<file path="src/rtl/branch_history_checkpoint_pkg.sv">
// Shared branch-history types and TAGE fold geometry.
// Imported by the checkpoint ring and the decode-side history update.
package branch_history_checkpoint_pkg;

   localparam int DEPTH          = 8;
   localparam int ID_W           = $clog2(DEPTH);
   localparam int PTR_W          = ID_W + 1;
   localparam int GHR_LEN        = 64;
   localparam int TAGE_TABLE_NUM = 8;
   localparam int TAGE_TABLE_LEN = 256;
   localparam int TAGE_IDX_W     = $clog2(TAGE_TABLE_LEN);
   localparam int TAGE_TAG_WIDTH = 7;
   localparam int TAGE_TAG2_W    = TAGE_TAG_WIDTH - 1;
   localparam int TAGE_ENTRY_W   = TAGE_IDX_W + TAGE_TAG_WIDTH
                                 + TAGE_TAG2_W;
   localparam int FOLD_W         = TAGE_TABLE_NUM * TAGE_ENTRY_W;

   // Roughly geometric history lengths; the longest uses the full GHR.
   function automatic int tage_hist(input int t);
      case (t)
         0:       return 4;
         1:       return 6;
         2:       return 10;
         3:       return 16;
         4:       return 24;
         5:       return 32;
         6:       return 48;
         default: return 64;
      endcase
   endfunction

   function automatic int csr_w(input int k);
      case (k)
         0:       return TAGE_IDX_W;
         1:       return TAGE_TAG_WIDTH;
         default: return TAGE_TAG2_W;
      endcase
   endfunction

   function automatic int csr_off(input int k);
      case (k)
         0:       return 0;
         1:       return TAGE_IDX_W;
         default: return TAGE_IDX_W + TAGE_TAG_WIDTH;
      endcase
   endfunction

   typedef struct packed {
      logic [GHR_LEN-1:0] ghr;
      logic [FOLD_W-1:0]  fold;
      logic               color;
   } checkpoint_t;

endpackage

</file>
<file path="src/rtl/branch_history_checkpoint_if.sv">
// Decode/execute/commit side bundle of the branch checkpoint ring.
interface branch_history_checkpoint_if;
   import branch_history_checkpoint_pkg::*;

   logic              alloc_valid;
   logic [GHR_LEN-1:0] alloc_ghr;
   logic [FOLD_W-1:0] alloc_fold;
   logic              alloc_ready;
   logic [ID_W-1:0]   alloc_id;
   logic              alloc_color;
   logic              resolve_valid;
   logic              resolve_mispredict;
   logic [ID_W-1:0]   resolve_id;
   logic              resolve_color;
   logic              resolve_outcome;
   logic              commit_valid;
   logic              recover_valid;
   logic [GHR_LEN-1:0] recover_ghr;
   logic [FOLD_W-1:0] recover_fold;
   logic [PTR_W-1:0]  count;
   logic              empty;

   modport master (
      output alloc_valid, alloc_ghr, alloc_fold,
      output resolve_valid, resolve_mispredict, resolve_id,
      output resolve_color, resolve_outcome, commit_valid,
      input  alloc_ready, alloc_id, alloc_color,
      input  recover_valid, recover_ghr, recover_fold,
      input  count, empty
   );

   modport slave (
      input  alloc_valid, alloc_ghr, alloc_fold,
      input  resolve_valid, resolve_mispredict, resolve_id,
      input  resolve_color, resolve_outcome, commit_valid,
      output alloc_ready, alloc_id, alloc_color,
      output recover_valid, recover_ghr, recover_fold,
      output count, empty
   );

endinterface

</file>
<file path="src/rtl/branch_history_checkpoint_fold.sv">
// One-bit shift of every folded TAGE CSR (idx, tag, tag2 per table).
module tage_fold_update
   import branch_history_checkpoint_pkg::*;
(
   input  logic [FOLD_W-1:0]  fold_i,
   input  logic [GHR_LEN-1:0] ghr_i,
   input  logic               bit_i,
   output logic [FOLD_W-1:0]  fold_o
);

   for (genvar t = 0; t < TAGE_TABLE_NUM; t++) begin : g_tbl
      localparam int L = tage_hist(t);
      for (genvar k = 0; k < 3; k++) begin : g_csr
         localparam int W   = csr_w(k);
         localparam int OFF = t * TAGE_ENTRY_W + csr_off(k);
         logic [W:0] sh;
         // Shift in the new bit, cancel the bit aging out of the window.
         assign sh = {fold_i[OFF +: W], bit_i}
                   ^ ({{W{1'b0}}, ghr_i[L-1]} << (L % W));
         assign fold_o[OFF +: W] = {sh[W-1:1], sh[0] ^ sh[W]};
      end
   end

endmodule

</file>
<file path="src/rtl/branch_history_checkpoint.sv">
// Speculative branch-history checkpoint ring with one-cycle recovery.
module branch_history_checkpoint
   import branch_history_checkpoint_pkg::*;
(
   input  logic                        clk,
   input  logic                        rst_n,
   branch_history_checkpoint_if.slave  bus
);

   logic [PTR_W-1:0]   head_q, head_d, tail_q, tail_d;
   logic [DEPTH-1:0]   valid_q, valid_d;
   checkpoint_t        ring_q [DEPTH];
   logic               rec_valid_q;
   logic [GHR_LEN-1:0] rec_ghr_q, rec_ghr_d;
   logic [FOLD_W-1:0]  rec_fold_q, rec_fold_d;

   logic [PTR_W-1:0]   count_w;
   logic [ID_W-1:0]    offs;
   logic [FOLD_W-1:0]  fold_fix;
   checkpoint_t        snap;
   logic               full, res_act, mispredict;
   logic               alloc_fire, commit_fire;

   assign count_w     = tail_q - head_q;
   assign full        = count_w == PTR_W'(DEPTH);
   assign snap        = ring_q[bus.resolve_id];
   // Stale resolves from squashed laps carry the wrong color.
   assign res_act     = bus.resolve_valid & valid_q[bus.resolve_id]
                      & (snap.color == bus.resolve_color);
   assign mispredict  = res_act & bus.resolve_mispredict;
   assign alloc_fire  = bus.alloc_valid & ~full;
   assign commit_fire = bus.commit_valid & (count_w != '0);

   tage_fold_update u_fold (
      .fold_i (snap.fold),
      .ghr_i  (snap.ghr),
      .bit_i  (bus.resolve_outcome),
      .fold_o (fold_fix)
   );

   always_comb begin
      head_d     = head_q;
      tail_d     = tail_q;
      valid_d    = valid_q;
      rec_ghr_d  = rec_ghr_q;
      rec_fold_d = rec_fold_q;
      offs       = '0;
      if (mispredict) begin
         tail_d = {bus.resolve_color, bus.resolve_id} + PTR_W'(1);
         for (int i = 0; i < DEPTH; i++) begin
            offs = ID_W'(i) - head_q[ID_W-1:0];
            if ({1'b0, offs} >= tail_d - head_q) valid_d[i] = 1'b0;
         end
         rec_ghr_d  = {snap.ghr[GHR_LEN-2:0], bus.resolve_outcome};
         rec_fold_d = fold_fix;
      end else if (alloc_fire) begin
         tail_d = tail_q + PTR_W'(1);
         valid_d[tail_q[ID_W-1:0]] = 1'b1;
      end
      if (commit_fire) begin
         head_d = head_q + PTR_W'(1);
         valid_d[head_q[ID_W-1:0]] = 1'b0;
      end
   end

   always_ff @(posedge clk) begin
      if (!rst_n) begin
         head_q      <= '0;
         tail_q      <= '0;
         valid_q     <= '0;
         rec_valid_q <= 1'b0;
         rec_ghr_q   <= '0;
         rec_fold_q  <= '1;
      end else begin
         head_q      <= head_d;
         tail_q      <= tail_d;
         valid_q     <= valid_d;
         rec_valid_q <= mispredict;
         rec_ghr_q   <= rec_ghr_d;
         rec_fold_q  <= rec_fold_d;
      end
   end

   always_ff @(posedge clk) begin
      if (alloc_fire && !mispredict) begin
         ring_q[tail_q[ID_W-1:0]] <= '{ghr:   bus.alloc_ghr,
                                       fold:  bus.alloc_fold,
                                       color: tail_q[ID_W]};
      end
   end

`ifndef SYNTHESIS
   always_ff @(posedge clk) begin
      if (rst_n) begin
         assert (count_w <= PTR_W'(DEPTH));
         if (mispredict)
            assert (({bus.resolve_color, bus.resolve_id} - head_q)
                    < count_w);
      end
   end
`endif

   assign bus.alloc_ready   = ~full;
   assign bus.alloc_id      = tail_q[ID_W-1:0];
   assign bus.alloc_color   = tail_q[ID_W];
   assign bus.recover_valid = rec_valid_q;
   assign bus.recover_ghr   = rec_ghr_q;
   assign bus.recover_fold  = rec_fold_q;
   assign bus.count         = count_w;
   assign bus.empty         = count_w == '0;

endmodule
</file>
<file path="src/flat_wrapper.sv">
// flat-port wrapper written by rule: the top's interface ports become plain ports
module branch_history_checkpoint_flat import branch_history_checkpoint_pkg::*;
  (clk, rst_n, bus_alloc_valid, bus_alloc_ghr, bus_alloc_fold, bus_resolve_valid, bus_resolve_mispredict, bus_resolve_id, bus_resolve_color, bus_resolve_outcome, bus_commit_valid, bus_alloc_ready, bus_alloc_id, bus_alloc_color, bus_recover_valid, bus_recover_ghr, bus_recover_fold, bus_count, bus_empty);
  branch_history_checkpoint_if bus_i ();
  input  logic clk;
  input  logic rst_n;
  input wire logic [$bits(bus_i.alloc_valid)-1:0] bus_alloc_valid;
  input wire logic [$bits(bus_i.alloc_ghr)-1:0] bus_alloc_ghr;
  input wire logic [$bits(bus_i.alloc_fold)-1:0] bus_alloc_fold;
  input wire logic [$bits(bus_i.resolve_valid)-1:0] bus_resolve_valid;
  input wire logic [$bits(bus_i.resolve_mispredict)-1:0] bus_resolve_mispredict;
  input wire logic [$bits(bus_i.resolve_id)-1:0] bus_resolve_id;
  input wire logic [$bits(bus_i.resolve_color)-1:0] bus_resolve_color;
  input wire logic [$bits(bus_i.resolve_outcome)-1:0] bus_resolve_outcome;
  input wire logic [$bits(bus_i.commit_valid)-1:0] bus_commit_valid;
  output wire logic [$bits(bus_i.alloc_ready)-1:0] bus_alloc_ready;
  output wire logic [$bits(bus_i.alloc_id)-1:0] bus_alloc_id;
  output wire logic [$bits(bus_i.alloc_color)-1:0] bus_alloc_color;
  output wire logic [$bits(bus_i.recover_valid)-1:0] bus_recover_valid;
  output wire logic [$bits(bus_i.recover_ghr)-1:0] bus_recover_ghr;
  output wire logic [$bits(bus_i.recover_fold)-1:0] bus_recover_fold;
  output wire logic [$bits(bus_i.count)-1:0] bus_count;
  output wire logic [$bits(bus_i.empty)-1:0] bus_empty;
  assign bus_i.alloc_valid = bus_alloc_valid;
  assign bus_i.alloc_ghr = bus_alloc_ghr;
  assign bus_i.alloc_fold = bus_alloc_fold;
  assign bus_i.resolve_valid = bus_resolve_valid;
  assign bus_i.resolve_mispredict = bus_resolve_mispredict;
  assign bus_i.resolve_id = bus_resolve_id;
  assign bus_i.resolve_color = bus_resolve_color;
  assign bus_i.resolve_outcome = bus_resolve_outcome;
  assign bus_i.commit_valid = bus_commit_valid;
  assign bus_alloc_ready = bus_i.alloc_ready;
  assign bus_alloc_id = bus_i.alloc_id;
  assign bus_alloc_color = bus_i.alloc_color;
  assign bus_recover_valid = bus_i.recover_valid;
  assign bus_recover_ghr = bus_i.recover_ghr;
  assign bus_recover_fold = bus_i.recover_fold;
  assign bus_count = bus_i.count;
  assign bus_empty = bus_i.empty;
  branch_history_checkpoint u_core (.clk(clk), .rst_n(rst_n), .bus(bus_i));
endmodule
</file>
<file path="config.mk">
export PLATFORM = sky130hd
export DESIGN_NAME = branch_history_checkpoint_flat
export DESIGN_NICKNAME = d
export VERILOG_FILES = /design/src/rtl/branch_history_checkpoint_pkg.sv /design/src/rtl/branch_history_checkpoint_if.sv /design/src/rtl/branch_history_checkpoint_fold.sv /design/src/rtl/branch_history_checkpoint.sv /design/src/flat_wrapper.sv
export SDC_FILE = /design/constraint.sdc
export NUM_CORES = 2
export LEC_CHECK = 0
export CORE_MARGIN = 4
export CORE_UTILIZATION = 45
export DETAILED_ROUTE_END_ITERATION = 10
export SYNTH_ARGS = -nofsm -noshare
export SYNTH_HDL_FRONTEND = slang
export SYNTH_SLANG_ARGS = --single-unit
</file>
<file path="constraint.sdc">
create_clock -name clk -period 45.7 [get_ports clk]
set_input_delay 9.14 -clock clk [delete_from_list [all_inputs] [get_ports clk]]
set_output_delay 9.14 -clock clk [all_outputs]
set_load 0.05 [all_outputs]
</file>
==> flow_summary.yaml <==
outcome:
  status: "finished clean"
place:
  dp_hpwl_um: 101500
  place_congestion: 0.7367
  place_area_sq_um: 86810
  portBuffers: 485
cells_and_area:
  fill_cells: 13530
  final_nets: 4542
  multi_input_area_sq_um: 17400
  fin_area_sq_um: 93890
  drive_above_1_share_pct: 20.75
  syn_to_final_growth_pct: 18.27
  seq_area_sq_um: 60960
global_routing:
  grt_pass1_vias: 38720
  grt_max_degree: 133
  antenna_found_initial: 43
  overflow: 0
  grt_pass1_wl_um: 269500
  grt_use_total_pct: 19.78
floorplan:
  fp.dieW_um: 428.0
  coreArea_sq_um: 174600
  start_util_pct: 45.47
  io_pins: 486
  dieArea_sq_um: 183200
  die_h_um: 428.0
  rows: 153
drt:
  drt_iter0_markers: 3229
  drt_first_pass_iters: 5
  antenna_left: 0
  wl_um: 182400
  vias_per_cell: 5.500
  drc: 0
  vias: 37410
  wl_per_cell_um: 26.82
min_path:
  whs_endpoint: "u_core.bus.recover_fold[57]"
  hold_class: "register to register"
  holdPathStages: 2
  hp-start: "u_core.bus.recover_fold[57]"
sta:
  clock.fmax_ghz: 0.06954
  slew_headroom_pct: 20.78
  tightestPinTransition_ns: 1.188
  rsz0062_at_grt: "no"
  fin_worst_skew_ns: 0.02900
  fin_tns_setup_ns: 0
  fin_crit_ns: 14.38
  hold_viol: 0
  setup_viol: 0
  final.period_utilization_pct: 31.47
  slew_violations: 0
critical_path:
  slowest_stage: "buf_4"
  r2r-end: "u_core.ring_q[6][58]"
  critPathKind: "input pin to register"
  worstPathCellList: "buf_8 -> buf_4 -> mux4_2 -> nor2_1 -> a311oi_1 -> and2_4 -> or3_1 -> inv_8 -> buf_4 -> buf_4"
  slowest_delay_ns: 0.90
  r2r_cells: 10
  r2r_start: "u_core.head_q[1]"
  cp-start-kind: "input pin"
  r2r_setup_slack_ns: 40.37
  end_kind: "register"
  cp.arrival_ns: 14.82
  path_common_cell: "buf_4"
  crit_path_max_fanout: 78
  crit_required_ns: 46.14
synthesis:
  synth_ff_type: "edfxtp_1"
  syn_area_sq_um: 79390
  synthesis.nets: 4000
  synth_top_area_share_pct: 70.51
  synth_edf_count: 1864
  synth_top_cell_by_area: "edfxtp_1"
  yosys_warnings: 0
  synth_seq_area_share_pct: 76.79
  synth_top_cells_by_area: "edfxtp_1 (71%), mux4_2 (13%), dfxtp_1 (6.3%)"
  synth_cells: 3726
  synth.distinct_cells: 52
  ys_async_sr_fraction_pct: 0
  synth.avg_cell_area_sq_um: 21.31
  ys_seq_elements: 2113
clock_tree:
  cts_sinks: 2113
  clockBufferDepth: 3
  clk-insertion-delay-late_ns: 0.84
  cts_htree_levels: 4
  postCtsHoldBufs: 0
  root_buffer: "clkbuf_16"
  post_cts_buffers: 0
  clk_pin_slew_worst_paths_ns: 0.06
  cts-buffers-inserted: 213
  cts_tree: "yes"
  post_cts_resized: 0
run:
  drv_cap: 0
power:
  p_leak_nw: 31.15
  total_power_mw: 4.683
  power.density_nw_per_um2: 49.87
  vdd_drop_max_mv: 0.06375
[report_power, final]
group / internal, mW / total, mW / switching, mW
registers: 2.33 / 2.38 / 0.0481
clock network: 1.01 / 1.74 / 0.730
logic: 0.197 / 0.569 / 0.372
total: 3.53 / 4.68 / 1.15
[flip-flops by register name (all words and copies together), names as in the netlist]
| signal | cells |
|---|---|
| u_core.head_q | 4 |
| u_core.bus.recover_fold | 168 |
| u_core.tail_q | 4 |
| u_core.bus.recover_valid | 1 |
| u_core.ring_q | 1864 |
| u_core.valid_q | 8 |
| u_core.bus.recover_ghr | 64 |
[metal layers]
layer	up-vias	GRT usage [%]	part of all wire, %	wire (um)
met5	-	0	0.044	81
met4	10	5.422	2.2	4087
met3	296	3.868	5.2	9502
met2	980	32.39	50	90420
met1	19660	27.31	43	78340
li1	16470	-	-	-
[how the worst max path moves through the flow]
stage	startpoint	end	depth (start not counted)	slack, ns
after floorplan	bus_resolve_id[0]	u_core.valid_q[0]	7	8.53
after global placement	bus_resolve_id[0]	u_core.ring_q[6][48]	10	30.13
after detailed placement	bus_resolve_id[0]	u_core.ring_q[6][48]	10	30.16
after CTS	bus_resolve_id[0]	u_core.ring_q[6][49]	10	31.09
after global routing	bus_resolve_id[0]	u_core.ring_q[6][46]	10	30.85
final	bus_resolve_id[0]	u_core.ring_q[6][58]	10	31.32
[through the flow]
step / hold WS, ns / util, % / setup WS (ns) / std cells
2_1_floorplan: 0.4577 / - / 8.525 / 3726
3_3_place_gp: 0.4572 / 49.72 / 30.13 / 6378
3_5_place_dp: 0.4676 / 49.72 / 30.16 / 6378
4_1_cts: 0.4824 / 53.75 / 31.09 / 6782
5_1_grt: 0.5030 / 53.76 / 30.85 / 6791
6_report: 0.4819 / 53.78 / 31.32 / 6802
[kinds of logic (layout without fill, tap and decap cells)]
| kind of cell | count (synthesis) | count (layout) | share of synthesized area (%) |
|---|---|---|---|
| muxes | 697 | 697 | 16.06 |
| buffers and inverters | 243 | 974 | 1.396 |
| other | 0 | 20 | 0 |
| AOI/OAI and AO/OA | 299 | 299 | 3.099 |
| xor gates and xnor gates | 60 | 60 | 0.6793 |
| DFF | 2113 | 2113 | 76.79 |
| and+or+nand+nor | 283 | 283 | 1.458 |
| adders and majority gates | 31 | 31 | 0.5170 |
[worst max-delay path: cells and delay by family]
kind                   cells  cell delay [ns]
muxes                      1             0.59
AOI/OAI and AO/OA          1             0.10
and+or+nand+nor            3             1.23
buffers and inverters      5             3.55
[cell type report]
cell class	count	area share, %
multi-input combinational	1370	18.53
clock inverter	126	1.347
antenna	20	0.05330
tap	2325	3.098
sequential	2113	64.92
clock buffer	278	6.142
inverter	22	0.1146
timing repair buffer	548	5.793
[cells in the final DEF, fill, tap and decap left out, types with 56 or more instances in the layout]
master / Yosys / final
nor2_1: 74 / 73
mux4_2: 459 / 459
edfxtp_1: 1864 / 1864
a211oi_2: 56 / 56
clkbuf_16: 0 / 215
dfxtp_1: 249 / 249
o211ai_1: 161 / 161
clkdlybuf4s50_1: 0 / 480
nand2_1: 177 / 176
mux2i_1: 235 / 232
[cells in the mapped netlist, types with 2 or more instances]
cell type     n
o211ai_1    161
buf_6         3
a311oi_1      7
nor2b_1       7
xor2_1       25
nor4_2        2
xnor2_1      34
nand2_1     177
o21a_1        3
dfxtp_1     249
and2_1        2
edfxtp_1   1864
a211o_1       2
a211oi_1     11
o31ai_1       4
ha_1         28
o21ai_1       4
nor2_1       74
o21ai_0       9
clkbuf_1    104
or2_2         2
o31a_1        5
a21oi_1      28
a41oi_1       3
buf_4        17
mux2i_1     235
mux4_2      459
or3_1         4
nor3_1        2
fa_1          3
inv_1        21
nand3_1       5
mux4_1        2
buf_2        88
a211oi_2     56
a221oi_1      2
buf_1         9
Power figures use the tool's default switching activity.
